## config.mk

```make
export PLATFORM = sky130hd
export DESIGN_NAME = wishbone_dev_pipelined
export DESIGN_NICKNAME = d
export VERILOG_FILES = /design/src/rtl/wishbone_dev_pipelined.sv
export SDC_FILE = /design/constraint.sdc
export NUM_CORES = 1
export LEC_CHECK = 0
export ABC_AREA = 1
export BUFFER_PORTS_ARGS = -buffer_cell sky130_fd_sc_hd__buf_2
export CORE_UTILIZATION = 55
export DETAILED_ROUTE_END_ITERATION = 12
export PLACE_DENSITY = 0.75
export SYNTH_ARGS = -nofsm -noshare
export SYNTH_HDL_FRONTEND = slang
export SYNTH_SLANG_ARGS = --single-unit
```

## constraint.sdc

```tcl
create_clock -name clk_i -period 2.4 [get_ports clk_i]
set_input_delay 0.48 -clock clk_i [delete_from_list [all_inputs] [get_ports clk_i]]
set_output_delay 0.48 -clock clk_i [all_outputs]
set_load 0.02 [all_outputs]
```

## src/rtl/wishbone_dev_pipelined.sv

```systemverilog
// wishbone_dev_pipelined
//
// Wishbone B4 pipelined-mode device adapter. Bus requests are queued in an
// in-order command FIFO and presented one at a time to a local device through
// a simple request/ack/err handshake. Each queued request produces exactly one
// registered ack_o or err_o. A head request that waits TIMEOUT cycles without
// a device response is terminated with err_o.
//
// Ports
//   clk_i, rst_i        clock (rising edge) and synchronous active-high reset
//   cyc_i, stb_i        bus cycle / strobe; cyc_i low flushes everything queued
//   we_i, adr_i, dat_i, sel_i
//                       request attributes captured when the request is accepted
//   dat_o               read data, valid with ack_o
//   ack_o, err_o        one-cycle termination per accepted request
//   stall_o             FIFO full, request not accepted
//   request             FIFO head valid
//   write_en, address, write_data, byte_en
//                       head request attributes, stable until the head is popped
//   read_data           device read data, captured on an ack of a read
//   ack, err            device completes / fails the head request

module wishbone_dev_pipelined #(
  parameter int ADR_WIDTH = 8,
  parameter int DAT_WIDTH = 8,
  parameter int SEL_WIDTH = DAT_WIDTH / 8,
  parameter int DEPTH     = 4,
  parameter int TIMEOUT   = 16
) (
  input  logic                 clk_i,
  input  logic                 rst_i,
  input  logic                 cyc_i,
  input  logic                 stb_i,
  input  logic                 we_i,
  input  logic [ADR_WIDTH-1:0] adr_i,
  input  logic [DAT_WIDTH-1:0] dat_i,
  input  logic [SEL_WIDTH-1:0] sel_i,
  output logic [DAT_WIDTH-1:0] dat_o,
  output logic                 ack_o,
  output logic                 err_o,
  output logic                 stall_o,
  output logic                 request,
  output logic                 write_en,
  output logic [ADR_WIDTH-1:0] address,
  output logic [DAT_WIDTH-1:0] write_data,
  output logic [SEL_WIDTH-1:0] byte_en,
  input  logic [DAT_WIDTH-1:0] read_data,
  input  logic                 ack,
  input  logic                 err
);

  localparam int PTR_W = $clog2(DEPTH);
  // A zero TIMEOUT disables the watchdog; keep a 1-bit counter so the
  // declarations stay legal.
  localparam int CNT_W = (TIMEOUT > 0) ? $clog2(TIMEOUT + 1) : 1;

  localparam logic [PTR_W:0]   FULL_CNT  = (PTR_W + 1)'(DEPTH);
  localparam logic [CNT_W-1:0] TMO_LIMIT = CNT_W'(TIMEOUT);
  localparam bit               TMO_EN    = (TIMEOUT > 0);

  typedef struct packed {
    logic                 we;
    logic [ADR_WIDTH-1:0] adr;
    logic [DAT_WIDTH-1:0] dat;
    logic [SEL_WIDTH-1:0] sel;
  } entry_t;

  entry_t           fifo_mem [DEPTH];
  entry_t           head;
  logic [PTR_W-1:0] rd_ptr;
  logic [PTR_W-1:0] wr_ptr;
  logic [PTR_W:0]   count;
  logic [CNT_W-1:0] tmo_cnt;

  logic full;
  logic push;
  logic pop;
  logic pop_err;
  logic waiting;
  logic timeout_hit;

  // Bus side: full alone decides stall, so a pop in the same cycle never
  // opens a slot for a push.
  assign full    = (count == FULL_CNT);
  assign stall_o = full;
  assign push    = cyc_i && stb_i && !full;

  // Device side: the head entry drives the device directly.
  assign head       = fifo_mem[rd_ptr];
  assign request    = (count != '0);
  assign write_en   = head.we;
  assign address    = head.adr;
  assign write_data = head.dat;
  assign byte_en    = head.sel;

  // The watchdog only fires when the device gave no answer this cycle, so a
  // late ack or err on the terminal cycle still wins.
  assign waiting     = request && !ack && !err;
  assign timeout_hit = TMO_EN && waiting && (tmo_cnt == TMO_LIMIT);
  assign pop         = request && (ack || err || timeout_hit);
  assign pop_err     = err || timeout_hit;

  // Entry storage needs no reset; occupancy is tracked by the pointers.
  always_ff @(posedge clk_i) begin
    if (push) begin
      fifo_mem[wr_ptr] <= {we_i, adr_i, dat_i, sel_i};
    end
  end

  always_ff @(posedge clk_i) begin
    if (rst_i) begin
      rd_ptr  <= '0;
      wr_ptr  <= '0;
      count   <= '0;
      tmo_cnt <= '0;
      ack_o   <= 1'b0;
      err_o   <= 1'b0;
      dat_o   <= '0;
    end else if (!cyc_i) begin
      // Abort: drop everything queued and any termination scheduled for the
      // next cycle. dat_o keeps its last value.
      rd_ptr  <= '0;
      wr_ptr  <= '0;
      count   <= '0;
      tmo_cnt <= '0;
      ack_o   <= 1'b0;
      err_o   <= 1'b0;
    end else begin
      if (push) begin
        wr_ptr <= wr_ptr + PTR_W'(1);
      end
      if (pop) begin
        rd_ptr <= rd_ptr + PTR_W'(1);
      end

      if (push && !pop) begin
        count <= count + (PTR_W + 1)'(1);
      end else if (pop && !push) begin
        count <= count - (PTR_W + 1)'(1);
      end

      ack_o <= pop && !pop_err;
      err_o <= pop && pop_err;

      if (pop && !pop_err && !head.we) begin
        dat_o <= read_data;
      end

      if (pop || !request) begin
        tmo_cnt <= '0;
      end else if (TMO_EN) begin
        tmo_cnt <= tmo_cnt + CNT_W'(1);
      end
    end
  end

endmodule

```

======== After elaboration in Yosys (flattened, before gate mapping) ========
Memories as Yosys holds them, arrays and structs flattened. A register that Yosys moved wholly into a read port is not among the register bits.
Cells that the tools add are included.
storage, ports and cells
  bits in registers ....................... 22
  memory bits (writable) .................. 72
  input port bits ......................... 32
  output and inout bits ................... 30
  memories ................................ 1
cells by class
  add/subtract/negate cells ............... 5
  eq/ne operators ......................... 2
  muxes and demuxes ....................... 6
  bitwise logic cells ..................... 1
  reduce and logical (&&, ||, !) cells .... 28
memories
  name      words  bits a word  read ports  clocked after Yosys merged registers in  write ports  line  text
  fifo_mem  4      18           1           1                                        1            68    entry_t fifo_mem [DEPTH];
operators by type and width
  operator                                          count
  logical AND 1 bit                                 11
  logical NOT 1 bit                                 8
  two-way mux 3 bit                                 2
  adder 5 x 1 -> 5 bit, second input constant       1
  equality test 5 bit, second input constant        1
  adder 2 x 1 -> 2 bit, second input constant       2
  logical OR 1 bit                                  4
  two-way mux 2 bit                                 2
  adder 3 x 1 -> 3 bit, second input constant       1
  equality test 3 bit, second input constant        1
  nonzero test 3 bit                                1
  OR reduction 3 bit                                1
  subtractor 3 x 1 -> 3 bit, second input constant  1
  two-way mux 1 bit                                 2
  AND reduction 2 bit                               1
  nonzero test 2 bit                                1
  OR reduction 2 bit                                1
  NOT 1 bit                                         1

======== Longest topological paths before layout ========
  depth in word-level cells ............... 9
  mapped depth ............................ 13
  mapped depth without buffers ............ 13

======== Worst setup path after synthesis ========
No wires, ideal clock.
  path type ............................... input to register
  start ................................... input cyc_i
  end ..................................... memory fifo_mem[0][0] in the netlist's numbering, enable pin
  arrival time ............................ 1.621 ns
  required time ........................... 2.007 ns
  slack ................................... 0.387 ns
  cell stages on the path ................. 3
  buffers on the path ..................... 1
  path through ............................ buf_4 -> nand3_1 -> nor2_1
between the ends
  longest elaborated chain between the ends .. 4
ends and longest elaborated chain
  what                                     line  text
  start, declared                          32    input logic cyc_i,
  logical AND 1 bit (2 in series)          86    assign push = cyc_i && stb_i && !full;
  two-way mux 1 bit                        105   if (push) begin
  two-way mux 1 bit (not written as such)  106   fifo_mem[wr_ptr] <= {we_i, adr_i, dat_i, sel_i};
  end, declared                            68
No other way between the ends.

==> impl_summary.txt <==
----------------------------------------------------
[Setup path]
  R2R Path Start ... tmo_cnt[0]
  Data required time at the worst endpoint ... 1920 ps
  Max FO, Critical Path ... 22
  Crit path DAT ... 1750 ps
  Critical Path End ... address[0]
  Top Family by Delay on Critical Path ... flip-flops
  Critical path buffers and inverters ... 2
  Instance count on the critical path ... 4
  Reg2Reg Depth ... 13
  Element type at the critical path start ... flip-flop
  RR Endpoint ... count[2]
  Internal reg-to-reg setup slack ... 330 ps
  Critical Path, Cell by Cell ... buf_4 > o21ai_0 > o22ai_1 > buf_2
  Cell with the largest stage delay on the worst path ... dfxtp_1
  Sort of element at the end of the critical path ... output port
  CP Class ... reg -> out
  Delay of the slowest critical-path stage ... 540 ps

[Cells and area]
  Share of post-route cells with drive strength above 1 ... 24.4%
  Layout overhead on the synthesized area ... 16.4%
  Area occupied by registers ... 0.00264 mm²
  Final-layout fill cell count ... 466
  Multi-input gate area ... 986 µm²
  Antenna diode instance count ... 0
  Final core area utilization ... 68.2%
  Net count reported at finish ... 433
  Most frequent standard cell in the layout excluding fill and tap cells ... edfxtp_1
  Most frequent cells in the layout ... edfxtp_1, nor2_1, buf_2, o21ai_0, inv_1

[Clocking]
  Number of clock sinks ... 96
  Clock Root Buffer ... clkbuf_8
  Clk slew on worst S/H paths ... 90 ps
  Number of buffers created by CTS ... 9
  Gates resized, CTS repair ... 0
  CTS Buffer Depth ... 2
  Number of levels in the clock H-tree ... 3
  Post-CTS Setup Inserts ... 0
  Clock latency reported for the late side of the worst-skew pair ... 350 ps
  Hold-fix buffer count after cts ... 0
  Clock tree from TritonCTS ... done

[Timing]
  Maximum clock frequency ... 449 MHz
  Hold violation total from the final report ... 0
  Final period util ... 92.7%
  Setup total negative slack ... 0 ps
  Slew of the pin with the lowest slew margin ... 381 ps
  Relative slew slack ... 74.6%
  Shortest period the worst path allows ... 2230 ps
  Clock skew after layout ... 5.59 ps
  Setup repair after global routing missed its margin ... false
  # setup viols final ... 0
  Max Slew Vio Count ... 0

[Route]
  Number of DRC markers after the initial detailed-route iteration ... 159
  Average routed wire per standard cell ... 14.5 µm
  Via density per instance ... 5.31
  Length of the first detailed-routing pass in iterations ... 4
  Routed WL ... 6890 µm
  DRC viols ... 0
  Routed vias ... 2,520
  Antenna violation net count after detailed routing ... 0

[Floorplanning]
  Initial core utilization ... 58.6%
  Horizontal die dimension ... 85.2 µm
  Area of the placeable core ... 0.00649 mm²
  Area enclosed by the die boundary ... 0.00725 mm²
  Chip height ... 85.2 µm
  Ports placed on the boundary ... 62
  Count of standard-cell rows ... 29

[Placed design]
  Quantity of I/O buffers inserted on ports ... 61
  HPWL reported at the end of detailed placement ... 4460 µm
  Routability Congestion ... 0.768

[Worst hold path]
  Worst Hold Class ... in -> reg

[Yosys]
  Syn. warnings ... 0
  Syn avg cell area ... 11.7 µm²
  Synth top area share ... 56.8%
  Proportion of synthesized chip area in sequential cells ... 69.5%
  #FFs+latches synth ... 96
  Most area-hungry cell type in the Yosys netlist ... edfxtp_1
  Syn Std Cell Area ... 0.00380 mm²
  Total nets after synthesis ... 364
  Instance count of the mapped netlist ... 324
  Main area contributors after synthesis ... edfxtp_1, dfxtp_1, nor2_1
  Synth unique cells ... 26

[Pwr]
  Power Total ... 3330 µW
  Leakage power ... 0.00176 µW
  Power density over cell area ... 752 mW/mm²
  Worst IR drop on VDD ... 609 µV

[GRT]
  Antenna violations before repair ... 0
  Wire length of the first global-routing pass ... 11,300 µm
  Vias in the first global route ... 2,495
  GRT overflow ... 0
  Overall track demand over capacity in global routing ... 20.8%
  Pin count of the biggest net entering global routing ... 37

[Run status]
  Outcome ... finished clean

[Job]
  Max-cap check violation count ... 0

----------------------------------------------------
-- synth_stat cells --
library cell and instances:
xnor2_1 1, nand4_1 9, nand3_1 5, nand3_2 3
clkinv_1 1, fa_1 1, dfxtp_1 24, edfxtp_1 72
buf_4 1, xor2_1 3, inv_2 2, inv_4 1
a21oi_1 6, buf_6 2, inv_1 29, o21ai_0 38
nor2_8 1, nand2_4 2, clkbuf_1 8, a21oi_2 1
ha_1 7, nand2_2 1, o22ai_1 17, nor2_1 68
a211oi_1 1, nand2_1 20
-- stage by stage --
step | setup WS [ps] | hold slack (ps) | std cells | area (µm²)
3_3_place_gp | 322 | 445 | 459 | 4220
2_1_floorplan | 387 | 430 | 324 | 3800
4_1_cts | 154 | 316 | 475 | 4430
5_1_grt | 32.4 | 323 | 475 | 4430
3_5_place_dp | 280 | 456 | 459 | 4220
6_report | 175 | 338 | 475 | 4430
-- cell families (layout without fill, tap and decap cells) --
kind of cell             count (synthesis)  after routing  synth area share [%]
AND/OR/NAND/NOR                        109            109                  12.9
flip-flops                              96             96                  69.5
AO/OA/AOI/OAI                           63             63                  9.01
buffers and inverters                   44            118                  4.90
adder cells (fa/ha/maj)                  8              8                  2.83
XOR/XNOR                                 4              4                 0.921
-- flip-flops by register name, indices dropped and copies added, names as in the netlist, named ones only --
register and flops:
dat_o 8, fifo_mem 72, tmo_cnt 5, rd_ptr 2, wr_ptr 2, err_o 1
count 3, ack_o 1
-- how the worst min path moves through the flow --
stage,start,endpoint,slack [ps],cells past startpoint
global placement,tmo_cnt[0],tmo_cnt[0],440,1
global route,adr_i[4],fifo_mem[0][13],320,1
floorplan,tmo_cnt[0],tmo_cnt[0],430,1
CTS,dat_i[4],fifo_mem[3][5],320,1
finish,dat_i[4],fifo_mem[3][5],340,1
detailed placement,tmo_cnt[0],tmo_cnt[0],460,1
-- per-layer routing --
metal | up-vias | routed length [µm] | track usage [%]
li1 | 1257 | - | -
met3 | 10 | 308 | 4.86
met2 | 55 | 3390 | 34.7
met4 | 0 | 110 | 13.1
met1 | 1198 | 3090 | 24.5
met5 | - | 0 | 0
-- worst register-to-register path: stages (launching register included) --
cell	delay, ps
dfxtp_1	380
inv_1	60
ha_1	190
nand3_1	130
a21oi_2	100
inv_1	70
ha_1	170
inv_1	70
fa_1	350
inv_1	70
o21ai_0	70
a21oi_1	150
o21ai_0	90
a21oi_1	120
-- layout make-up --
class	instances	share of cell area (%)
flip-flops and latches	96	59.7
multi-input cells	184	22.3
repair buffers	69	8.25
clock buffers	11	2.97
inverters	33	2.85
well taps	77	2.18
clock inverters	5	1.81
-- power by group --
| part | internal, µW | switching [µW] | leakage [µW] | total (µW) |
|---|---|---|---|---|
| sequential | 1820 | 22.4 | 0.000848 | 1850 |
| clock | 588 | 527 | 0.000102 | 1120 |
| combinational | 122 | 248 | 0.000808 | 370 |
| total | 2530 | 797 | 0.00176 | 3330 |
Note: power is estimated with default switching activity, not from simulation.
